[src/rtl/uart_echo_responder.sv]
// Far-end loopback partner for a Uart8 link: received bytes are buffered in a
// small FIFO and handed back to the Uart8 transmitter, optionally XOR-masked.
module uart_echo_responder #(
  parameter int         FIFO_DEPTH    = 8,
  parameter logic [7:0] XOR_MASK      = 8'h00,
  parameter int         START_TIMEOUT = 4096
) (
  input  logic                          clk,
  input  logic                          reset,
  input  logic                          en,
  input  logic                          rxDone,
  input  logic                          rxErr,
  input  logic [7:0]                    rxByte,
  input  logic                          txBusy,
  input  logic                          txDone,
  output logic                          txStart,
  output logic [7:0]                    txByte,
  output logic [$clog2(FIFO_DEPTH):0]   count,
  output logic                          overflow,
  output logic [7:0]                    errCount,
  output logic                          timeoutErr
);

  localparam int AW = $clog2(FIFO_DEPTH);
  localparam int CW = AW + 1;
  localparam int TW = $clog2(START_TIMEOUT + 1);

  typedef enum logic [1:0] {
    IDLE  = 2'd0,
    START = 2'd1,
    WAIT  = 2'd2
  } state_t;

  function automatic logic [7:0] sat_inc(input logic [7:0] v);
    return (v == 8'hFF) ? v : v + 8'd1;
  endfunction

  state_t          state_q;
  state_t          state_d;
  logic            done_p0;
  logic            done_p1;
  logic            err_p0;
  logic            err_p1;
  logic [7:0]      mem [FIFO_DEPTH];
  logic [AW-1:0]   rd_ptr;
  logic [AW-1:0]   wr_ptr;
  logic [TW-1:0]   timer;
  logic            rise_done;
  logic            rise_err;
  logic            capture;
  logic            full;
  logic            push;
  logic            drop;
  logic            load;
  logic            pop;
  logic            tmo;
  logic            unused_txdone;

  // txDone carries no information the FSM needs; txBusy falling is the cue.
  assign unused_txdone = txDone;

  // Stage p0/p1: registered copies of the Uart8 strobes for edge detection
  assign rise_done = done_p0 & ~done_p1;
  assign rise_err  = err_p0 & ~err_p1;
  assign capture   = rise_done & ~err_p0 & en;
  assign full      = (count == CW'(FIFO_DEPTH));
  assign push      = capture & (~full | pop);
  assign drop      = capture & full & ~pop;

  always_comb begin
    state_d = state_q;
    load    = 1'b0;
    pop     = 1'b0;
    tmo     = 1'b0;
    case (state_q)
      IDLE: begin
        if (en && (count != '0)) begin
          load    = 1'b1;
          state_d = START;
        end
      end
      START: begin
        if (txBusy) begin
          pop     = 1'b1;
          state_d = WAIT;
        end else if (timer == TW'(START_TIMEOUT - 1)) begin
          pop     = 1'b1;
          tmo     = 1'b1;
          state_d = IDLE;
        end
      end
      WAIT: begin
        if (!txBusy) state_d = IDLE;
      end
      default: state_d = IDLE;
    endcase
  end

  always_ff @(posedge clk) begin
    if (!reset) begin
      state_q    <= IDLE;
      done_p0    <= 1'b0;
      done_p1    <= 1'b0;
      err_p0     <= 1'b0;
      err_p1     <= 1'b0;
      rd_ptr     <= '0;
      wr_ptr     <= '0;
      count      <= '0;
      timer      <= '0;
      txStart    <= 1'b0;
      txByte     <= 8'h00;
      overflow   <= 1'b0;
      errCount   <= 8'h00;
      timeoutErr <= 1'b0;
    end else begin
      state_q <= state_d;
      done_p0 <= rxDone;
      done_p1 <= done_p0;
      err_p0  <= rxErr;
      err_p1  <= err_p0;

      if (load) begin
        txStart <= 1'b1;
        txByte  <= mem[rd_ptr];
        timer   <= '0;
      end else if (state_q == START && !pop) begin
        timer <= timer + TW'(1);
      end

      if (pop) begin
        txStart <= 1'b0;
        rd_ptr  <= rd_ptr + AW'(1);
      end
      if (push) wr_ptr <= wr_ptr + AW'(1);

      case ({push, pop})
        2'b10:   count <= count + CW'(1);
        2'b01:   count <= count - CW'(1);
        default: count <= count;
      endcase

      if (drop) overflow <= 1'b1;
      if (tmo) timeoutErr <= 1'b1;
      if (rise_err) errCount <= sat_inc(errCount);
    end
  end

  // Storage carries data only, so it is left out of reset.
  always_ff @(posedge clk) begin
    if (push) mem[wr_ptr] <= rxByte ^ XOR_MASK;
  end

endmodule

[config.mk]
export PLATFORM = sky130hd
export DESIGN_NAME = uart_echo_responder
export DESIGN_NICKNAME = d
export VERILOG_FILES = /design/src/rtl/uart_echo_responder.sv
export SDC_FILE = /design/constraint.sdc
export NUM_CORES = 1
export LEC_CHECK = 0
export ABC_AREA = 1
export BUFFER_PORTS_ARGS = -buffer_cell sky130_fd_sc_hd__clkbuf_2
export CAP_MARGIN = 20
export CORE_MARGIN = 5
export CORE_UTILIZATION = 43
export CTS_BUF_LIST = sky130_fd_sc_hd__clkbuf_2
export DETAILED_ROUTE_END_ITERATION = 7
export MAX_ROUTING_LAYER = met4
export PLACE_DENSITY = 0.6
export SLEW_MARGIN = 0
export SYNTH_ARGS = -nofsm -noshare
export SYNTH_HDL_FRONTEND = slang
export SYNTH_SLANG_ARGS = --single-unit
[constraint.sdc]
create_clock -name clk -period 2.6 [get_ports clk]
set_clock_uncertainty 0.15 [all_clocks]
set_input_delay 0.13 -clock clk [delete_from_list [all_inputs] [get_ports clk]]
set_output_delay 0.13 -clock clk [all_outputs]
set_load 0.005 [all_outputs]
; ---- Word level (Yosys, flattened, before mapping)
; Memories as Yosys holds them, arrays and structs flattened. A register that Yosys moved wholly into a read port is not among the register bits.
; Index checks and enable logic that the tools add are counted.
[word_totals]
register_bits = 40
ramBits = 64
inputBits = 15
word_cells = 71
mem_count = 1
[classes]
add_sub_neg = 6
n_eq_ne = 10
muxes = 15
bitwise_logic = 15
reduce_logical = 11
[memory_table]
columns = name, words, width, rd, rd_clocked_by_memory_dff, wr, line
row1 = mem, 8, 8, 1, 1, 1, 44  ; logic [7:0] mem [FIFO_DEPTH];
[ops]
columns = operator, count
row1 = $add 13x1->13 const B, 1
row2 = $eq 13x12->1 const B, 1
row3 = $mux 1, 9
row4 = $add 8x1->8 const B, 1
row5 = $eq 8x8->1 const B, 1
row6 = $mux 2, 4
row7 = $pmux 4 s2, 1
row8 = $and 1x1->1, 7
row9 = $not 1->1, 7
row10 = $add 3x1->3 const B, 2
row11 = $pmux 2 s3, 1
row12 = $add 4x1->4 const B, 1
row13 = $eq 2x1->1 const B, 2
row14 = $eq 2x2->1 const B, 2
row15 = $eq 4x4->1 const B, 1
row16 = $ne 2x2->1 const B, 2
row17 = $reduce_bool 4->1, 1
row18 = $reduce_or 2->1, 2
row19 = $sub 4x1->4 const B, 1
row20 = $ne 3x3->1 const B, 1
row21 = $reduce_and 3->1, 1
row22 = $logic_and 1x1->1, 2
row23 = $logic_not 1->1, 2
row24 = $logic_not 2->1, 1
row25 = 3 further kinds, 3

; ---- Depth between registers and ports, before layout
[logic_depth]
word_depth = 8
ltp_mapped = 15
depth_no_buf = 15

; ---- Worst setup path before layout
; No wires, ideal clock.
[synth_path]
path_type = flip-flop to flip-flop
from = reg timer[0]
to = mem mem[5][0], enable pin
t_arrival_ns = 1.712
t_required_ns = 2.070
path_slack_ns = 0.358
stages_incl_launch_ff = 10
n_path_buf = 0
cell_sequence = dfxtp_1 -> ha_1 -> nand2_1 -> nor2_2 -> nand3_4 -> nand2_4 -> nand2_4 -> nand3_4 -> nand2_4 -> nor4_2
[synth_between]
elab_chain_cells = 8
[synth_lines]
columns = item, line
row1 = start: declaration, 47  ; logic [TW-1:0] timer;
row2 = start signal: assignment, 127  ; timer <= timer + TW'(1);
row3 = $eq 13x12->1, 86  ; end else if (timer == TW'(START_TIMEOUT - 1)) begin
row4 = $mux 1, 86
row5 = $mux 1, 83  ; if (txBusy) begin
row6 = $mux 1, 75  ; case (state_q)
row7 = $or 1x1->1, 67  ; assign push = capture & (~full | pop);
row8 = $and 1x1->1, 67
row9 = $mux 1, 150  ; if (push) mem[wr_ptr] <= rxByte ^ XOR_MASK;
row10 = $mux 1 (not written as such), 150
row11 = end: declaration, 44
; Every way passes these cells.

; ---- Worst setup path after layout
[layout_path]
from = reg timer[0]
to = mem mem[4][0], enable pin
; Same word-level chain as after synthesis.

==> flow_summary_export.csv <==
group,metric,value,unit
status,status,"complete, no violations",
worst_hold_path,hold_class,"input port to flop",
die,dieArea,13300,um^2
setup_path,worstPathRequired,2.79,ns
timing,finalSetupViolations,0,
route,ant_nets,0,
layout,diodes,0,
setup_path,r2r-end,"mem[4][0]$_DFFE_PP_",
cts,ctsHoldBuffers,15,
die,rows,38,
cts,clk_pin_slew,0.29,ns
synth,synth_fp_nets,481,
route,wirelength,9810,um
timing,fmaxAchievable,453,MHz
grt,grtUsageMet1,20.1,%
placed_design,dp_hpwl,6520,um
cts,cts_buffers,9,
layout,utilization,49.9,%
setup_path,r2r_slack,0.39,ns
cts,ctsHtreeMaxLevel,3,
timing,hold_viol,0,
synth,synth_seq_cells,112,
cts,numClockSinks,112,
synth,synth_edf_count,64,
layout,final_area,5410,um^2
layout,seqCellArea,2880,um^2
route,vias,3412,
setup_path,timing.rr.start,"timer[0]$_SDFFE_PP0P_",
worst_hold_path,min_from,"txBusy",
setup_path,cp.arrival,2.39,ns
setup_path,cp-end-kind,"flop",
cts,clkLatencyLatePin,0.61,ns
route,routed_via_density,5.12,
worst_hold_path,min_to,"timeoutErr$_SDFFE_PN0P_",
route,drt-wirelength-per-cell,14.7,um
synth,yosysTopAreaCellShare,40.4,%
synth,async_flop_share,0,%
run,cap_violations,0,
grt,grt_pass1_wl,16300,um
synth,ys.flop_type,"edfxtp_1",
synth,synth_cells,461,
route,drt_first_pass_iters,4,
placed_design,port_buffers,36,
synth,ys_seq_area_share,60.6,%
die,die_h,115,um
synth,ys_warn_count,0,
grt,grt_overflow_total,0,
timing,fin_crit_sh,84.9,%
cts,cts_tree,"done",
layout,layout.nets,541,
route,drc,0,
pwr,ir_worst_vdd,0.000246,V
grt,grt_use_total,16.4,%
synth,yosys.area.top_type,"edfxtp_1",
setup_path,ff2ff_path_depth,10,
grt,antenna_found_initial,0,
worst_hold_path,hold_depth,5,
synth,syn_area,4750,um^2
pwr,cellPowerDensity,542,nW/um^2
pwr,p_leak,1.94,nW
synth,synth_common_cells,"64 x edfxtp_1, 64 x nand2_1, 63 x nor2_1, 48 x dfxtp_1, 40 x o21ai_0",
setup_path,crit_path_start_kind,"flop",
layout,num-fill-cells,1005,
route,drt_iter0_drc,207,
timing,relSlewSlack,52.9,%
die,pin_count,38,
timing,min_period,2.21,ns
timing,slew_violations,0,
setup_path,crit_type,"flop to flop",
grt,grtUsageMet3,2.26,%
synth,synth_area_per_cell,10.3,um^2
grt,grt_max_degree,34,
grt,met2_usage,26.9,%
layout,drive_above_1_share,18.8,%
cts,post_cts_buffers,0,
setup_path,startpoint,"timer[0]$_SDFFE_PP0P_",
cts,clock_path_buffers,2,
placed_design,gp_congestion,0.787,
cts,cts-root-buf,"clkbuf_2",
timing,holdWs,0.175,ns
layout,area_growth,13.9,%
grt,busiest_layer,"met2",
timing,setup_tns,0,ns
synth,ys_top_cells_by_area,"edfxtp_1 40%, dfxtp_1 20%, nand2_1 5.1%",
grt,grt_pass1_vias,3318,
placed_design,place_area,5140,um^2
layout,multiInputGateArea,1660,um^2
die,fp.coreArea,10800,um^2
synth,yosysUniqueCellTypes,40,
die,dieWidth,115,um
timing,rsz0062_at_grt,"false",
die,start_util,43.8,%
timing,tightest_slew,0.705,ns
cts,ctsResizeCount,0,
setup_path,crit_fanout,8,
## cell type report
type / count / area share (%)
tap: 140 / 3.24
clock buffer: 9 / 0.832
inverter: 39 / 2.73
clock inverter: 7 / 1.46
timing repair buffer: 64 / 7.90
sequential: 112 / 53.2
multi-input combinational: 295 / 30.6
## logic make-up after synthesis
group                      after synthesis  synth area share (%)
xor gates and xnor gates                 4                 0.737
adders and majority gates                5                  1.32
AOI/OAI and AO/OA                      104                  13.3
and+or+nand+nor                        182                  19.5
buffers and inverters                   54                  4.50
DFF                                    112                  60.6
## per-layer routing
metal / wire [um] / share of wire, %
met1: 4330 / 44
met2: 4820 / 49
met3: 436 / 4.4
met4: 223 / 2.3
met5: 0 / 0
## critical path: stages (launching register included)
cell	delay, ns
dfxtp_1	0.40
ha_1	0.23
nand2_1	0.08
nor2_2	0.15
nand3_4	0.11
nand2_4	0.12
nand2_4	0.10
nand3_4	0.11
nand3_2	0.15
nor3_2	0.14
buf_4	0.21
## per-stage QoR
step | power (mW) | cells | setup WS (ns)
final | 2.93 | 666 | 0.393
after global routing | 3.09 | 666 | 0.190
after CTS | 2.97 | 666 | 0.366
after detailed placement | 2.14 | 635 | 0.408
after global placement | 2.14 | 635 | 0.446
after floorplan | 2.07 | 461 | 0.358
## where the power goes
group          switching [mW]  total [mW]  internal, mW
Sequential             0.0185        1.92          1.90
Clock                   0.576       0.810         0.235
Combinational           0.130       0.207        0.0770
## flip-flops by register name, summed over array words and instances (netlist names)
name,cells
err_p1,1
timer,13
overflow,1
done_p0,1
count,4
errCount,8
txByte,8
wr_ptr,3
state_q,2
err_p0,1
done_p1,1
timeoutErr,1
mem,64
rd_ptr,3
txStart,1
## how the worst max path moves through the flow
stage,to,cells after the start,slack [ns]
after global placement,mem[4][4]$_DFFE_PP_,10,0.45
after CTS,mem[4][4]$_DFFE_PP_,10,0.37
after detailed placement,mem[4][4]$_DFFE_PP_,10,0.41
after global routing,mem[2][4]$_DFFE_PP_,10,0.19
final,mem[4][0]$_DFFE_PP_,10,0.39
after floorplan,mem[5][0]$_DFFE_PP_,9,0.36
## layout by cell type, fill, tap and decap left out, types with 4 or more instances in the layout
cell            n
nor3_1          4
nand4_1         4
nand2_1        64
buf_4          13
dfxtp_1        48
clkbuf_2       45
inv_2           6
a21oi_1        24
o221ai_1       16
o21ai_1         4
nand3_2         5
nor3_2          5
nand3_4         4
inv_1          30
o21ai_0        40
dlygate4sd3_1  15
nor2_1         63
ha_1            5
nand3_1        18
o21bai_1       16
edfxtp_1       64
Power figures use the tool's default switching activity.
